`src/rtl/mmu_skew_feeder.sv`:
```
// Transmit side of the MMU column path: buffers 2-lane row vectors and drives
// them into the 2x2 systolic array with lane 1 skewed one cycle behind lane 0.
module mmu_skew_feeder #(
    parameter int DATA_W = 8,
    parameter int DEPTH  = 4,
    parameter int CNT_W  = 8
) (
    input  logic              clk,
    input  logic              reset_n,
    input  logic              in_valid,
    output logic              in_ready,
    input  logic [DATA_W-1:0] in_vec0,
    input  logic [DATA_W-1:0] in_vec1,
    input  logic              in_last,
    output logic [DATA_W-1:0] mmu_row0_out,
    output logic [DATA_W-1:0] mmu_row1_out,
    output logic              mmu_valid0,
    output logic              mmu_valid1,
    output logic              tile_done,
    output logic              busy,
    output logic [CNT_W-1:0]  vec_count,
    output logic              underrun
);

    localparam int PTR_W = $clog2(DEPTH);
    localparam logic [PTR_W:0] FULL_CNT = (PTR_W+1)'(DEPTH);
    localparam logic [CNT_W-1:0] ONE_CNT = {{(CNT_W-1){1'b0}}, 1'b1};

    typedef enum logic [1:0] {IDLE, STREAM, DRAIN} state_t;

    state_t            state;
    logic [DATA_W-1:0] mem_vec0 [DEPTH];
    logic [DATA_W-1:0] mem_vec1 [DEPTH];
    logic              mem_last [DEPTH];
    logic [PTR_W-1:0]  wr_ptr;
    logic [PTR_W-1:0]  rd_ptr;
    logic [PTR_W:0]    count;
    logic [DATA_W-1:0] lane1_stage;
    logic              lane1_stage_valid;
    logic              push;
    logic              pop;
    logic              full;
    logic              empty;
    logic [DATA_W-1:0] head_vec0;
    logic [DATA_W-1:0] head_vec1;
    logic              head_last;

    // in_ready is held low during reset so nothing is accepted into a FIFO being cleared
    assign full      = (count == FULL_CNT);
    assign empty     = (count == '0);
    assign in_ready  = reset_n && !full;
    assign push      = in_valid && in_ready;
    assign pop       = (state != DRAIN) && !empty;
    assign busy      = (state != IDLE);
    assign head_vec0 = mem_vec0[rd_ptr];
    assign head_vec1 = mem_vec1[rd_ptr];
    assign head_last = mem_last[rd_ptr];

    always_ff @(posedge clk) begin
        if (push) begin
            mem_vec0[wr_ptr] <= in_vec0;
            mem_vec1[wr_ptr] <= in_vec1;
            mem_last[wr_ptr] <= in_last;
        end
    end

    always_ff @(posedge clk or negedge reset_n) begin
        if (!reset_n) begin
            wr_ptr <= '0;
            rd_ptr <= '0;
            count  <= '0;
        end else begin
            if (push) wr_ptr <= wr_ptr + 1'b1;
            if (pop)  rd_ptr <= rd_ptr + 1'b1;
            case ({push, pop})
                2'b10:   count <= count + 1'b1;
                2'b01:   count <= count - 1'b1;
                default: count <= count;
            endcase
        end
    end

    always_ff @(posedge clk or negedge reset_n) begin
        if (!reset_n) begin
            state             <= IDLE;
            mmu_row0_out      <= '0;
            mmu_valid0        <= 1'b0;
            lane1_stage       <= '0;
            lane1_stage_valid <= 1'b0;
            mmu_row1_out      <= '0;
            mmu_valid1        <= 1'b0;
            tile_done         <= 1'b0;
            vec_count         <= '0;
            underrun          <= 1'b0;
        end else begin
            mmu_row0_out      <= pop ? head_vec0 : '0;
            mmu_valid0        <= pop;
            lane1_stage       <= pop ? head_vec1 : '0;
            lane1_stage_valid <= pop;
            mmu_row1_out      <= lane1_stage;
            mmu_valid1        <= lane1_stage_valid;
            // The DRAIN->IDLE edge is exactly when the tile's last lane-1 element reaches the output
            tile_done         <= (state == DRAIN);

            case (state)
                IDLE: begin
                    if (pop) begin
                        vec_count <= ONE_CNT;
                        underrun  <= 1'b0;
                        state     <= head_last ? DRAIN : STREAM;
                    end
                end
                STREAM: begin
                    if (pop) begin
                        if (vec_count != '1) vec_count <= vec_count + 1'b1;
                        if (head_last) state <= DRAIN;
                    end else begin
                        underrun <= 1'b1;
                    end
                end
                DRAIN: begin
                    state <= IDLE;
                end
                default: begin
                    state <= IDLE;
                end
            endcase
        end
    end

endmodule

```
`config.mk`:
```
export PLATFORM = sky130hd
export DESIGN_NAME = mmu_skew_feeder
export DESIGN_NICKNAME = d
export VERILOG_FILES = /design/src/rtl/mmu_skew_feeder.sv
export SDC_FILE = /design/constraint.sdc
export NUM_CORES = 1
export LEC_CHECK = 0
export CAP_MARGIN = 20
export CORE_UTILIZATION = 59
export DETAILED_ROUTE_END_ITERATION = 6
export PLACE_DENSITY_LB_ADDON = 0.12
export SYNTH_ARGS = -nofsm -noshare
export SYNTH_HDL_FRONTEND = slang
export SYNTH_SLANG_ARGS = --single-unit
```
`constraint.sdc`:
```
create_clock -name clk -period 6.5 [get_ports clk]
set_input_delay 1.3 -clock clk [delete_from_list [all_inputs] [get_ports clk]]
set_output_delay 1.3 -clock clk [all_outputs]
set_load 0.05 [all_outputs]
```
==> results of run 1 <==
## registers in the layout (all words and copies together) (netlist names)
name,cells
mem_vec0,32
mem_vec1,32
wr_ptr,2
vec_count,8
state,2
count,3
rd_ptr,2
mem_last,4
tile_done,1
mmu_row0_out,8
lane1_stage_valid,1
mmu_valid1,1
mmu_row1_out,8
underrun,1
lane1_stage,8
## critical path, stage by stage
cell	delay, ns
sky130_fd_sc_hd__buf_2	0.11
sky130_fd_sc_hd__inv_1	0.04
sky130_fd_sc_hd__a31oi_1	0.40
sky130_fd_sc_hd__clkdlybuf4s50_1	0.90
## stage by stage
stage,cells,power [mW]
finish,404,2.89
global route,404,3.01
CTS,404,2.92
detailed placement,372,1.94
global placement,372,1.91
floorplan,231,1.66
## routing by layer
metal	vias to the layer above	track usage [%]	routed length, um
li1	1010	-	-
met1	1134	27.9	3060
met2	77	37.6	3960
met3	17	5.71	286
met4	0	13.6	198
met5	-	0	0
## layout by cell type (no fill, tap or decap), types with 2 or more instances in the layout
cell type,n
sky130_fd_sc_hd__a21oi_1,4
sky130_fd_sc_hd__a31oi_1,2
sky130_fd_sc_hd__and2_1,17
sky130_fd_sc_hd__and3_1,5
sky130_fd_sc_hd__buf_4,3
sky130_fd_sc_hd__bufinv_16,5
sky130_fd_sc_hd__clkbuf_1,4
sky130_fd_sc_hd__clkbuf_16,16
sky130_fd_sc_hd__clkdlybuf4s50_1,48
sky130_fd_sc_hd__clkinv_2,3
sky130_fd_sc_hd__clkinvlp_4,3
sky130_fd_sc_hd__dfrtp_1,45
sky130_fd_sc_hd__edfxtp_1,68
sky130_fd_sc_hd__ha_1,6
sky130_fd_sc_hd__inv_1,8
sky130_fd_sc_hd__mux2_2,2
sky130_fd_sc_hd__mux4_2,17
sky130_fd_sc_hd__nand2_1,8
sky130_fd_sc_hd__nand3_1,2
sky130_fd_sc_hd__nor2_1,4
sky130_fd_sc_hd__nor2b_1,3
sky130_fd_sc_hd__nor3_1,3
sky130_fd_sc_hd__o21ai_0,2
sky130_fd_sc_hd__o31ai_1,4
sky130_fd_sc_hd__o41ai_1,3
sky130_fd_sc_hd__or2_2,3
sky130_fd_sc_hd__or3_1,2
sky130_fd_sc_hd__xnor2_1,3
sky130_fd_sc_hd__xor2_1,3
## kinds of logic after synthesis
| group | after synthesis | share of synthesized area, % |
|---|---|---|
| AOI/OAI and AO/OA | 18 | 2.94 |
| xor gates and xnor gates | 6 | 1.25 |
| adders and majority gates | 7 | 2.26 |
| buffers and inverters | 15 | 1.42 |
| DFF | 113 | 75.1 |
| muxes | 20 | 9.85 |
| and+or+nand+nor | 52 | 7.15 |
## worst max-delay path by stage
stage                     endpoint  slack, ns  cells after the start
final                     in_ready       2.45                      4
after floorplan           in_ready       2.96                      2
after detailed placement  in_ready       2.49                      4
after global placement    in_ready       2.50                      4
after global routing      in_ready       2.38                      4
after CTS                 in_ready       2.45                      4
## power groups by stage
stage                     Clock [mW]  Sequential, mW  Combinational [mW]
after global routing            1.00            1.07               0.941
after global placement             0            1.05               0.860
after floorplan                    0            1.24               0.419
after detailed placement           0            1.06               0.876
after CTS                      0.974            1.05               0.891
final                          0.958            1.05               0.882
## layout make-up
cell class | instances | area [sq um]
sequential | 113 | 3170
timing repair buffer | 52 | 508
clock buffer | 21 | 429
tap | 96 | 120
fill | 374 | 1400
multi-input combinational | 103 | 988
clock inverter | 11 | 188
inverter | 8 | 30.0
==> metrics.txt, run 1 <==
# TYPE chip_impl_metric gauge
chip_impl_info{name="hold_class",value="flip-flop to flip-flop"} 1
chip_impl_metric{name="finish.utilization",unit="%"} 79.5
chip_impl_metric{name="cp_data_required_time",unit="ns"} 5.20
chip_impl_metric{name="grt_antenna_before_repair",unit=""} 0
chip_impl_metric{name="cts_hold_repair.buffers",unit=""} 0
chip_impl_metric{name="floorplan.die.height",unit="um"} 86.5
chip_impl_metric{name="drtIter0Drc",unit=""} 82
chip_impl_info{name="outcome",value="finished clean"} 1
chip_impl_info{name="clockRootBuffer",value="sky130_fd_sc_hd__clkbuf_8"} 1
chip_impl_metric{name="postSynthCellCount",unit=""} 231
chip_impl_metric{name="finalCritPeriodShare",unit="%"} 62.4
chip_impl_metric{name="vdd_ir_drop_max",unit="mV"} 0.284
chip_impl_info{name="critical_r2r_launch",value="count[0]"} 1
chip_impl_info{name="critical_path.startpoint",value="reset_n"} 1
chip_impl_metric{name="grt_start_max_net_pins",unit=""} 46
chip_impl_metric{name="r2r_setup_slack",unit="ns"} 4.32
chip_impl_metric{name="detailed_place.area",unit="sq um"} 4810
chip_impl_metric{name="core",unit="sq um"} 6830
chip_impl_metric{name="synth_edf_count",unit=""} 68
chip_impl_metric{name="fin_worst_hold_slack",unit="ns"} 0.348
chip_impl_metric{name="fmax",unit="GHz"} 0.247
chip_impl_info{name="r2r-end",value="count[2]"} 1
chip_impl_metric{name="final_nets",unit=""} 322
chip_impl_info{name="post-synth-top-count-cell",value="sky130_fd_sc_hd__edfxtp_1"} 1
chip_impl_metric{name="areaGrowthSynthToFinish",unit="%"} 28.8
chip_impl_metric{name="totalNegativeSetupSlack",unit="ns"} 0
chip_impl_metric{name="ys_seq_elements",unit=""} 113
chip_impl_info{name="synth.top_cells.by_count",value="sky130_fd_sc_hd__edfxtp_1, sky130_fd_sc_hd__dfrtp_1, sky130_fd_sc_hd__and2_1, sky130_fd_sc_hd__mux4_2"} 1
chip_impl_metric{name="pins_over_their_slew_limit",unit=""} 0
chip_impl_metric{name="start_util",unit="%"} 61.7
chip_impl_metric{name="arrival",unit="ns"} 2.75
chip_impl_metric{name="finish.instance_area",unit="sq um"} 5430
chip_impl_metric{name="full_die_area",unit="sq um"} 7490
chip_impl_metric{name="synth_seq_area_share",unit="%"} 75.1
chip_impl_metric{name="power.leakage",unit="nW"} 2.06
chip_impl_metric{name="yosys_warnings",unit=""} 0
chip_impl_metric{name="vias",unit=""} 2238
chip_impl_metric{name="synth_nets",unit=""} 258
chip_impl_metric{name="synth_top_area_share",unit="%"} 48.4
chip_impl_metric{name="netlist-cell-type-count",unit=""} 35
chip_impl_metric{name="worst_slew_pin_slew",unit="ns"} 0.974
chip_impl_metric{name="clock_sink_count",unit=""} 113
chip_impl_metric{name="final_antenna_net_count",unit=""} 0
chip_impl_metric{name="antenna-diode-count",unit=""} 0
chip_impl_info{name="critical_path.startpoint_type",value="input pin"} 1
chip_impl_metric{name="cts.clk_slew.worst_paths",unit="ns"} 0.05
chip_impl_info{name="hold_start",value="lane1_stage[7]"} 1
chip_impl_metric{name="power.share.sequential",unit="%"} 36.4
chip_impl_metric{name="ys_async_sr_fraction",unit="%"} 39.8
chip_impl_metric{name="worst-path-max-fanout",unit=""} 6
chip_impl_metric{name="row_count",unit=""} 30
chip_impl_metric{name="mapped_area",unit="sq um"} 4220
chip_impl_metric{name="cellPowerDensity",unit="nW/um^2"} 532
chip_impl_metric{name="cts_resized",unit=""} 0
chip_impl_metric{name="placement.io_buffers",unit=""} 49
chip_impl_metric{name="clk_latency",unit="ns"} 0.50
chip_impl_metric{name="fin_crit",unit="ns"} 4.05
chip_impl_metric{name="final_layout_size_suffix_gt1_share",unit="%"} 17.9
chip_impl_metric{name="detail_route.wl_per_cell",unit="um"} 18.6
chip_impl_metric{name="clock_tree.buffer_depth",unit=""} 2
chip_impl_metric{name="hold_path_depth",unit=""} 0
chip_impl_metric{name="post_drt_via_cell_ratio",unit=""} 5.54
chip_impl_metric{name="finalWeightedCongestion",unit=""} 0.803
chip_impl_metric{name="clkPwrFrac",unit="%"} 33.1
chip_impl_metric{name="post-route-drc-count",unit=""} 0
chip_impl_metric{name="global_route.overflow_total",unit=""} 0
chip_impl_metric{name="ctsHtreeMaxLevel",unit=""} 4
chip_impl_metric{name="top_level_ports",unit=""} 50
chip_impl_metric{name="max-cap-violations",unit=""} 0
chip_impl_metric{name="clock-skew-final",unit="ns"} 0.0126
chip_impl_metric{name="die_width",unit="um"} 86.5
chip_impl_info{name="synthDominantAreaCellType",value="sky130_fd_sc_hd__edfxtp_1"} 1
chip_impl_metric{name="wire_length_of_the_first_global_routing_pass",unit="mm"} 12.0
chip_impl_metric{name="first_pass_detailed_route_iteration_total",unit=""} 4
chip_impl_info{name="postSynth.topFlopCell",value="sky130_fd_sc_hd__edfxtp_1"} 1
chip_impl_metric{name="grt_usage",unit="%"} 22.9
chip_impl_metric{name="slew_headroom",unit="%"} 34.5
chip_impl_metric{name="final.setup.worst_slack",unit="ns"} 2.45
chip_impl_metric{name="synth_area_per_cell",unit="sq um"} 18.3
chip_impl_metric{name="first_global_vias",unit=""} 2344
chip_impl_info{name="setup.worst_path.end_class",value="output port"} 1
chip_impl_info{name="rsz0062_at_grt",value="false"} 1
chip_impl_metric{name="r2r.worst_path.cells",unit=""} 9
chip_impl_metric{name="combPwrFrac",unit="%"} 30.5
chip_impl_metric{name="setup_viol_count_final",unit=""} 0
chip_impl_metric{name="switchingPower",unit="uW"} 932
chip_impl_metric{name="dp_slack",unit="ns"} 2.49
chip_impl_info{name="category_of_the_most_critical_setup_path",value="input pin to output port"} 1
chip_impl_info{name="hold_end",value="mmu_row1_out[7]"} 1
chip_impl_metric{name="total_detailed_routing_wirelength",unit="mm"} 7.51
chip_impl_info{name="clock_tree_from_tritoncts",value="built"} 1
chip_impl_info{name="synthTopCellsByArea",value="sky130_fd_sc_hd__edfxtp_1, sky130_fd_sc_hd__dfrtp_1, sky130_fd_sc_hd__mux4_2, sky130_fd_sc_hd__and2_1, sky130_fd_sc_hd__ha_1"} 1
chip_impl_metric{name="power_report.internal_total",unit="mW"} 1.96
chip_impl_metric{name="hpwl",unit="mm"} 4.20
chip_impl_metric{name="proportion_of_total_power_due_to_net_switching",unit="%"} 32.2
chip_impl_metric{name="number_of_buffers_created_by_cts",unit=""} 17
chip_impl_metric{name="final_hold_viol_count",unit=""} 0
chip_impl_metric{name="cts_setup_buffers",unit=""} 0
Note: power is estimated with default switching activity, not from simulation.
==> inputs of run 2 (changes only) <==
--- a/config.mk
+++ b/config.mk
@@ -6,7 +6,7 @@
 export NUM_CORES = 1
 export LEC_CHECK = 0
 export CAP_MARGIN = 20
-export CORE_UTILIZATION = 59
+export CORE_UTILIZATION = 55
 export DETAILED_ROUTE_END_ITERATION = 6
 export PLACE_DENSITY_LB_ADDON = 0.12
 export SYNTH_ARGS = -nofsm -noshare
==> constraint.sdc (replaced) <==
create_clock -name clk -period 3.8 [get_ports clk]
set_input_delay 0.76 -clock clk [delete_from_list [all_inputs] [get_ports clk]]
set_output_delay 0.76 -clock clk [all_outputs]
set_load 0.05 [all_outputs]
==> run 2 against run 1 <==
Effect of this change: sequential share of layout area up 0.68 points; critical path depth shrank 2; non-clock buffer count unchanged; hold slack lost 0.0032 ns; first-iteration DRC count is 57% higher; highest routed layer unchanged; combinational power increased by 69%; clock skew fell by 0.0036 ns.
==> metrics.txt, run 2 (synthesis results as in run 1) <==
# TYPE chip_impl_metric gauge
chip_impl_metric{name="drtIter0Drc",unit=""} 129
chip_impl_metric{name="total_detailed_routing_wirelength",unit="mm"} 7.45
chip_impl_metric{name="clock_sink_count",unit=""} 113
chip_impl_metric{name="grt_usage",unit="%"} 21.4
chip_impl_metric{name="detail_route.wl_per_cell",unit="um"} 18.3
chip_impl_metric{name="cts_hold_repair.buffers",unit=""} 0
chip_impl_metric{name="worst-path-max-fanout",unit=""} 7
chip_impl_metric{name="final_nets",unit=""} 322
chip_impl_metric{name="setup_viol_count_final",unit=""} 0
chip_impl_metric{name="vias",unit=""} 2198
chip_impl_metric{name="clock-skew-final",unit="ns"} 0.00903
chip_impl_metric{name="finalCritPeriodShare",unit="%"} 72.9
chip_impl_metric{name="ctsHtreeMaxLevel",unit=""} 4
chip_impl_metric{name="worst_slew_pin_slew",unit="ns"} 1.00
chip_impl_info{name="setup.worst_path.end",value="busy"} 1
chip_impl_metric{name="floorplan.die.height",unit="um"} 89.6
chip_impl_metric{name="pins_over_their_slew_limit",unit=""} 0
chip_impl_metric{name="first_global_vias",unit=""} 2277
chip_impl_info{name="clock_tree_from_tritoncts",value="built"} 1
chip_impl_metric{name="slew_headroom",unit="%"} 32.8
chip_impl_metric{name="antenna-diode-count",unit=""} 0
chip_impl_metric{name="r2r_setup_slack",unit="ns"} 1.64
chip_impl_metric{name="hpwl",unit="mm"} 4.42
chip_impl_metric{name="vdd_ir_drop_max",unit="mV"} 0.434
chip_impl_info{name="critical_path.startpoint",value="state[0]"} 1
chip_impl_metric{name="post_drt_via_cell_ratio",unit=""} 5.40
chip_impl_metric{name="post-route-drc-count",unit=""} 0
chip_impl_metric{name="row_count",unit=""} 31
chip_impl_metric{name="total_power",unit="mW"} 4.76
chip_impl_metric{name="cts_resized",unit=""} 0
chip_impl_metric{name="top_level_ports",unit=""} 50
chip_impl_metric{name="placement.io_buffers",unit=""} 49
chip_impl_metric{name="timing.critical_path.slowest_cell_delay",unit="ns"} 0.72
chip_impl_metric{name="totalNegativeSetupSlack",unit="ns"} 0
chip_impl_metric{name="max-cap-violations",unit=""} 0
chip_impl_info{name="clockRootBuffer",value="sky130_fd_sc_hd__clkbuf_8"} 1
chip_impl_metric{name="global_route.overflow_total",unit=""} 0
chip_impl_metric{name="clock_tree.buffer_depth",unit=""} 2
chip_impl_info{name="critical_r2r_launch",value="vec_count[0]"} 1
chip_impl_metric{name="place_inst",unit=""} 375
chip_impl_metric{name="fin_crit",unit="ns"} 2.77
chip_impl_metric{name="final_hold_viol_count",unit=""} 0
chip_impl_metric{name="final_antenna_net_count",unit=""} 0
chip_impl_metric{name="first_pass_detailed_route_iteration_total",unit=""} 4
chip_impl_metric{name="final_layout_size_suffix_gt1_share",unit="%"} 18.5
chip_impl_metric{name="grt_start_max_net_pins",unit=""} 46
chip_impl_metric{name="arrival",unit="ns"} 2.01
chip_impl_metric{name="post_layout_nonfiller_instances",unit=""} 407
chip_impl_metric{name="number_of_buffers_created_by_cts",unit=""} 17
chip_impl_metric{name="cellPowerDensity",unit="nW/um^2"} 887
chip_impl_metric{name="start_util",unit="%"} 57.5
chip_impl_info{name="hold_class",value="flip-flop to flip-flop"} 1
chip_impl_metric{name="wire_length_of_the_first_global_routing_pass",unit="mm"} 11.6
chip_impl_metric{name="cts_setup_buffers",unit=""} 0
chip_impl_metric{name="power.leakage",unit="nW"} 2.04
chip_impl_info{name="mostFrequentLayoutCell",value="sky130_fd_sc_hd__edfxtp_1"} 1
chip_impl_info{name="critical-path-slowest-cell",value="sky130_fd_sc_hd__clkdlybuf4s50_1"} 1
chip_impl_metric{name="die_width",unit="um"} 89.6
chip_impl_info{name="setup.worst_path.end_class",value="output port"} 1
chip_impl_info{name="critical_path.startpoint_type",value="flip-flop"} 1
chip_impl_info{name="timing.critical_path.cells",value="or2_2, clkdlybuf4s50_1"} 1
chip_impl_metric{name="fmax",unit="GHz"} 0.361
chip_impl_info{name="rsz0062_at_grt",value="false"} 1
chip_impl_metric{name="finalWeightedCongestion",unit=""} 0.814
chip_impl_info{name="biggestRegsByFlops",value="mem_vec0 (32), mem_vec1 (32)"} 1
chip_impl_metric{name="hold_path_depth",unit=""} 0
chip_impl_metric{name="cts.clk_slew.worst_paths",unit="ns"} 0.05
chip_impl_info{name="r2r-end",value="vec_count[0]"} 1
chip_impl_metric{name="areaGrowthSynthToFinish",unit="%"} 27.3
chip_impl_info{name="layout.cells.most_common_list",value="sky130_fd_sc_hd__edfxtp_1, sky130_fd_sc_hd__clkdlybuf4s50_1, sky130_fd_sc_hd__dfrtp_1"} 1
chip_impl_metric{name="count_of_fill_cells_added_during_filler_insertion",unit=""} 449
chip_impl_metric{name="clk_latency",unit="ns"} 0.51
chip_impl_info{name="outcome",value="finished clean"} 1
chip_impl_metric{name="grt_antenna_before_repair",unit=""} 0
chip_impl_metric{name="r2r.worst_path.cells",unit=""} 5
chip_impl_info{name="category_of_the_most_critical_setup_path",value="flip-flop to output port"} 1
chip_impl_metric{name="core",unit="sq um"} 7330
chip_impl_metric{name="full_die_area",unit="sq um"} 8020
chip_impl_metric{name="cp_data_required_time",unit="ns"} 3.04
[run 2: changes by cell type in the layout (fill, tap and decap cells not counted)]
cell / delta
sky130_fd_sc_hd__clkinv_4: +1
sky130_fd_sc_hd__clkbuf_1: -2
sky130_fd_sc_hd__clkbuf_8: +1
sky130_fd_sc_hd__clkdlybuf4s50_1: -1
sky130_fd_sc_hd__clkinv_2: +3
sky130_fd_sc_hd__bufinv_16: -3
sky130_fd_sc_hd__clkinv_1: +1
sky130_fd_sc_hd__buf_4: +1
sky130_fd_sc_hd__clkinvlp_4: -1
[run 2: worst max-delay path, delay by kind of cell (launching register included)]
family                 cells  cell delay (ns)
buffers and inverters      1             0.72
AND/OR/NAND/NOR            1             0.35
flip-flops                 1             0.44
[run 2: per-stage QoR]
step	hold WS, ns	worst slack (ns)	area [sq um]	utilization, %
3_5_place_dp	0.335	1.24	4820	65.7
4_1_cts	0.348	1.01	5370	73.2
5_1_grt	0.353	0.977	5370	73.2
2_1_floorplan	0.331	0.852	4220	-
6_report	0.345	1.03	5370	73.2
3_3_place_gp	0.333	1.27	4820	65.7
[run 2: worst min path at each step]
stage | slack [ns] | end | start
2_1_floorplan | 0.33 | mmu_row1_out[0] | lane1_stage[0]
3_3_place_gp | 0.33 | mmu_row1_out[1] | lane1_stage[1]
3_5_place_dp | 0.33 | mmu_row1_out[3] | lane1_stage[3]
4_1_cts | 0.35 | mmu_row1_out[6] | lane1_stage[6]
5_1_grt | 0.35 | mmu_row1_out[7] | lane1_stage[7]
6_report | 0.34 | mmu_row1_out[6] | lane1_stage[6]
[run 2: report_power, final]
group	switching, mW	leakage, nW	internal [mW]
clock	0.522	0.272	0.938
sequential	0.209	1.17	1.60
combinational	0.868	0.591	0.620
total	1.60	2.04	3.16
[run 2: final cells by class]
| cell class | instances | area [sq um] | area share [%] |
|---|---|---|---|
| clock buffers | 20 | 435 | 8.11 |
| well taps | 99 | 124 | 2.31 |
| multi-input cells | 103 | 988 | 18.4 |
| flip-flops and latches | 113 | 3170 | 59.0 |
| repair buffers | 52 | 505 | 9.42 |
| inverters | 8 | 30.0 | 0.559 |
| clock inverters | 12 | 118 | 2.19 |
[run 2: layer usage]
metal,vias to the layer above,GRT usage (%),part of all wire [%]
li1,1005,-,-
met1,1108,25.5,42
met2,75,35.5,52
met3,10,7.57,4.8
met4,0,8.80,1.2
met5,-,0,0
==> inputs of run 3 (changes only) <==
--- a/config.mk
+++ b/config.mk
@@ -6,7 +6,7 @@
 export NUM_CORES = 1
 export LEC_CHECK = 0
 export CAP_MARGIN = 20
-export CORE_UTILIZATION = 55
+export CORE_UTILIZATION = 49
 export DETAILED_ROUTE_END_ITERATION = 6
 export PLACE_DENSITY_LB_ADDON = 0.12
 export SYNTH_ARGS = -nofsm -noshare
==> constraint.sdc (replaced) <==
create_clock -name clk -period 2.3 [get_ports clk]
set_input_delay 0.46 -clock clk [delete_from_list [all_inputs] [get_ports clk]]
set_output_delay 0.46 -clock clk [all_outputs]
set_load 0.05 [all_outputs]
==> run 3 against run 2 <==
Effect of this change: via count increased by 0.91%; die area rose by 12%; critical path depth shrank 1; design area rose by 2.4%; global-route usage shrank 2.9 points; critical path type unchanged; critical endpoint is now vec_count[4]; largest power group unchanged; highest routed layer unchanged.
==> metrics.txt, run 3 (synthesis results as in run 1) <==
# TYPE chip_impl_metric gauge
chip_impl_metric{name="worst_path_depth",unit=""} 1
chip_impl_metric{name="totalNegativeSetupSlack",unit="ns"} 0
chip_impl_metric{name="cts.clk_slew.worst_paths",unit="ns"} 0.06
chip_impl_metric{name="final_nets",unit=""} 330
chip_impl_info{name="clock_tree_from_tritoncts",value="built"} 1
chip_impl_metric{name="r2r_setup_slack",unit="ns"} 0.31
chip_impl_info{name="hold_class",value="input pin to async pin"} 1
chip_impl_metric{name="grt_usage",unit="%"} 18.4
chip_impl_metric{name="floorplan.die.height",unit="um"} 94.8
chip_impl_metric{name="ctsHtreeMaxLevel",unit=""} 4
chip_impl_info{name="r2r-end",value="count[2]"} 1
chip_impl_metric{name="antenna-diode-count",unit=""} 0
chip_impl_metric{name="top_level_ports",unit=""} 50
chip_impl_metric{name="drtIter0Drc",unit=""} 107
chip_impl_info{name="timing.critical_path.cells",value="clkdlybuf4s50_1"} 1
chip_impl_info{name="rsz0062_at_grt",value="false"} 1
chip_impl_info{name="layout.cells.most_common_list",value="sky130_fd_sc_hd__edfxtp_1, sky130_fd_sc_hd__dfrtp_1, sky130_fd_sc_hd__clkdlybuf4s50_1"} 1
chip_impl_metric{name="detailed_place.area",unit="sq um"} 4910
chip_impl_info{name="setup.worst_path.end_class",value="output port"} 1
chip_impl_metric{name="clk_latency",unit="ns"} 0.50
chip_impl_info{name="critical_path.startpoint_type",value="flip-flop"} 1
chip_impl_metric{name="max-cap-violations",unit=""} 0
chip_impl_info{name="clockRootBuffer",value="sky130_fd_sc_hd__clkbuf_8"} 1
chip_impl_info{name="biggestRegsByFlops",value="mem_vec0 (32), mem_vec1 (32)"} 1
chip_impl_metric{name="final_layout_size_suffix_gt1_share",unit="%"} 21.5
chip_impl_metric{name="worst-path-max-fanout",unit=""} 6
chip_impl_info{name="critical_path.startpoint",value="vec_count[4]"} 1
chip_impl_metric{name="clock_tree.buffer_depth",unit=""} 2
chip_impl_metric{name="grt_antenna_before_repair",unit=""} 0
chip_impl_metric{name="vdd_ir_drop_max",unit="mV"} 0.853
chip_impl_metric{name="fin_crit",unit="ns"} 2.20
chip_impl_metric{name="areaGrowthSynthToFinish",unit="%"} 30.3
chip_impl_metric{name="first_global_vias",unit=""} 2265
chip_impl_metric{name="post_layout_nonfiller_instances",unit=""} 421
chip_impl_metric{name="clock-skew-final",unit="ns"} 0.00929
chip_impl_metric{name="cp_data_required_time",unit="ns"} 1.84
chip_impl_metric{name="start_util",unit="%"} 51.1
chip_impl_metric{name="vias",unit=""} 2218
chip_impl_metric{name="fmax",unit="GHz"} 0.454
chip_impl_metric{name="finish.instance_area",unit="sq um"} 5500
chip_impl_metric{name="final.setup.worst_slack",unit="ns"} 0.0968
chip_impl_metric{name="timing.critical_path.slowest_cell_delay",unit="ns"} 0.83
chip_impl_info{name="critical_r2r_launch",value="count[0]"} 1
chip_impl_metric{name="setup_viol_count_final",unit=""} 0
chip_impl_metric{name="power.leakage",unit="nW"} 2.09
chip_impl_info{name="category_of_the_most_critical_setup_path",value="flip-flop to output port"} 1
chip_impl_metric{name="detail_route.wl_per_cell",unit="um"} 16.8
chip_impl_metric{name="final_hold_viol_count",unit=""} 0
chip_impl_metric{name="clock_sink_count",unit=""} 113
chip_impl_metric{name="number_of_buffers_created_by_cts",unit=""} 17
chip_impl_metric{name="first_pass_detailed_route_iteration_total",unit=""} 4
chip_impl_metric{name="grt_start_max_net_pins",unit=""} 46
chip_impl_metric{name="r2r.worst_path.cells",unit=""} 8
chip_impl_metric{name="place_inst",unit=""} 389
chip_impl_metric{name="crit_buf_inv",unit=""} 1
chip_impl_info{name="setup.worst_path.end",value="vec_count[4]"} 1
chip_impl_metric{name="dp_slack",unit="ns"} 0.0722
chip_impl_metric{name="full_die_area",unit="sq um"} 8980
chip_impl_metric{name="pins_over_their_slew_limit",unit=""} 0
chip_impl_metric{name="wire_length_of_the_first_global_routing_pass",unit="mm"} 11.6
chip_impl_metric{name="placement.io_buffers",unit=""} 49
chip_impl_metric{name="total_detailed_routing_wirelength",unit="mm"} 7.08
chip_impl_metric{name="die_width",unit="um"} 94.8
chip_impl_metric{name="final_antenna_net_count",unit=""} 0
chip_impl_metric{name="cellPowerDensity",unit="nW/um^2"} 1450
chip_impl_metric{name="worst_slew_pin_slew",unit="ns"} 0.594
chip_impl_metric{name="finalWeightedCongestion",unit=""} 0.799
chip_impl_metric{name="row_count",unit=""} 33
chip_impl_metric{name="arrival",unit="ns"} 1.74
chip_impl_info{name="critical-path-slowest-cell",value="sky130_fd_sc_hd__clkdlybuf4s50_1"} 1
chip_impl_metric{name="hpwl",unit="mm"} 4.28
chip_impl_info{name="mostFrequentLayoutCell",value="sky130_fd_sc_hd__edfxtp_1"} 1
chip_impl_info{name="outcome",value="finished clean"} 1
chip_impl_metric{name="post_drt_via_cell_ratio",unit=""} 5.27
chip_impl_info{name="cp_top_family",value="buffers and inverters"} 1
chip_impl_metric{name="finalCritPeriodShare",unit="%"} 95.8
chip_impl_metric{name="cts_setup_buffers",unit=""} 0
chip_impl_metric{name="slew_headroom",unit="%"} 60.4
chip_impl_metric{name="global_route.overflow_total",unit=""} 0
chip_impl_metric{name="finish.utilization",unit="%"} 66.5
chip_impl_metric{name="core",unit="sq um"} 8260
chip_impl_metric{name="post-route-drc-count",unit=""} 0
run 3: power breakdown:
group | internal [mW] | leakage, nW | switching (mW)
logic | 1.07 | 0.647 | 1.49
clock network | 1.64 | 0.273 | 0.873
registers | 2.65 | 1.17 | 0.266
run 3: metrics by stage:
step	power, mW	hold slack, ns
after floorplan	4.70	0.164
after global placement	5.51	0.332
after detailed placement	5.56	0.336
after CTS	8.07	0.130
after global routing	8.39	0.151
final	7.98	0.118
run 3: cell type report:
cell class	instances	area, sq um
inverters	8	30.0
clock inverters	15	169
clock buffers	17	414
well taps	105	131
fillers	580	2760
flip-flops and latches	113	3170
repair buffers	60	588
multi-input cells	103	995
run 3: layer usage:
| layer | vias up | wire length, um | GRT usage [%] |
|---|---|---|---|
| met1 | 1129 | 3060 | 23.3 |
| met2 | 59 | 3670 | 29.2 |
| li1 | 1024 | - | - |
| met3 | 6 | 263 | 6.28 |
| met5 | - | 0 | 0 |
| met4 | 0 | 91 | 7.70 |
run 3: timing repair:
action                                  4_1_cts  5_1_grt
hold buffers                                  0        0
endpoints found under the setup margin        2        0
resized for setup                             2        0
run 3: worst min path at each step:
stage	startpoint	to	slack, ns	depth (start not counted)
after floorplan	reset_n	count[0]	0.16	0
after global placement	lane1_stage[7]	mmu_row1_out[7]	0.33	0
after detailed placement	lane1_stage[5]	mmu_row1_out[5]	0.34	0
after CTS	reset_n	vec_count[5]	0.13	2
after global routing	reset_n	mmu_row0_out[4]	0.15	2
final	reset_n	mmu_row0_out[4]	0.12	2
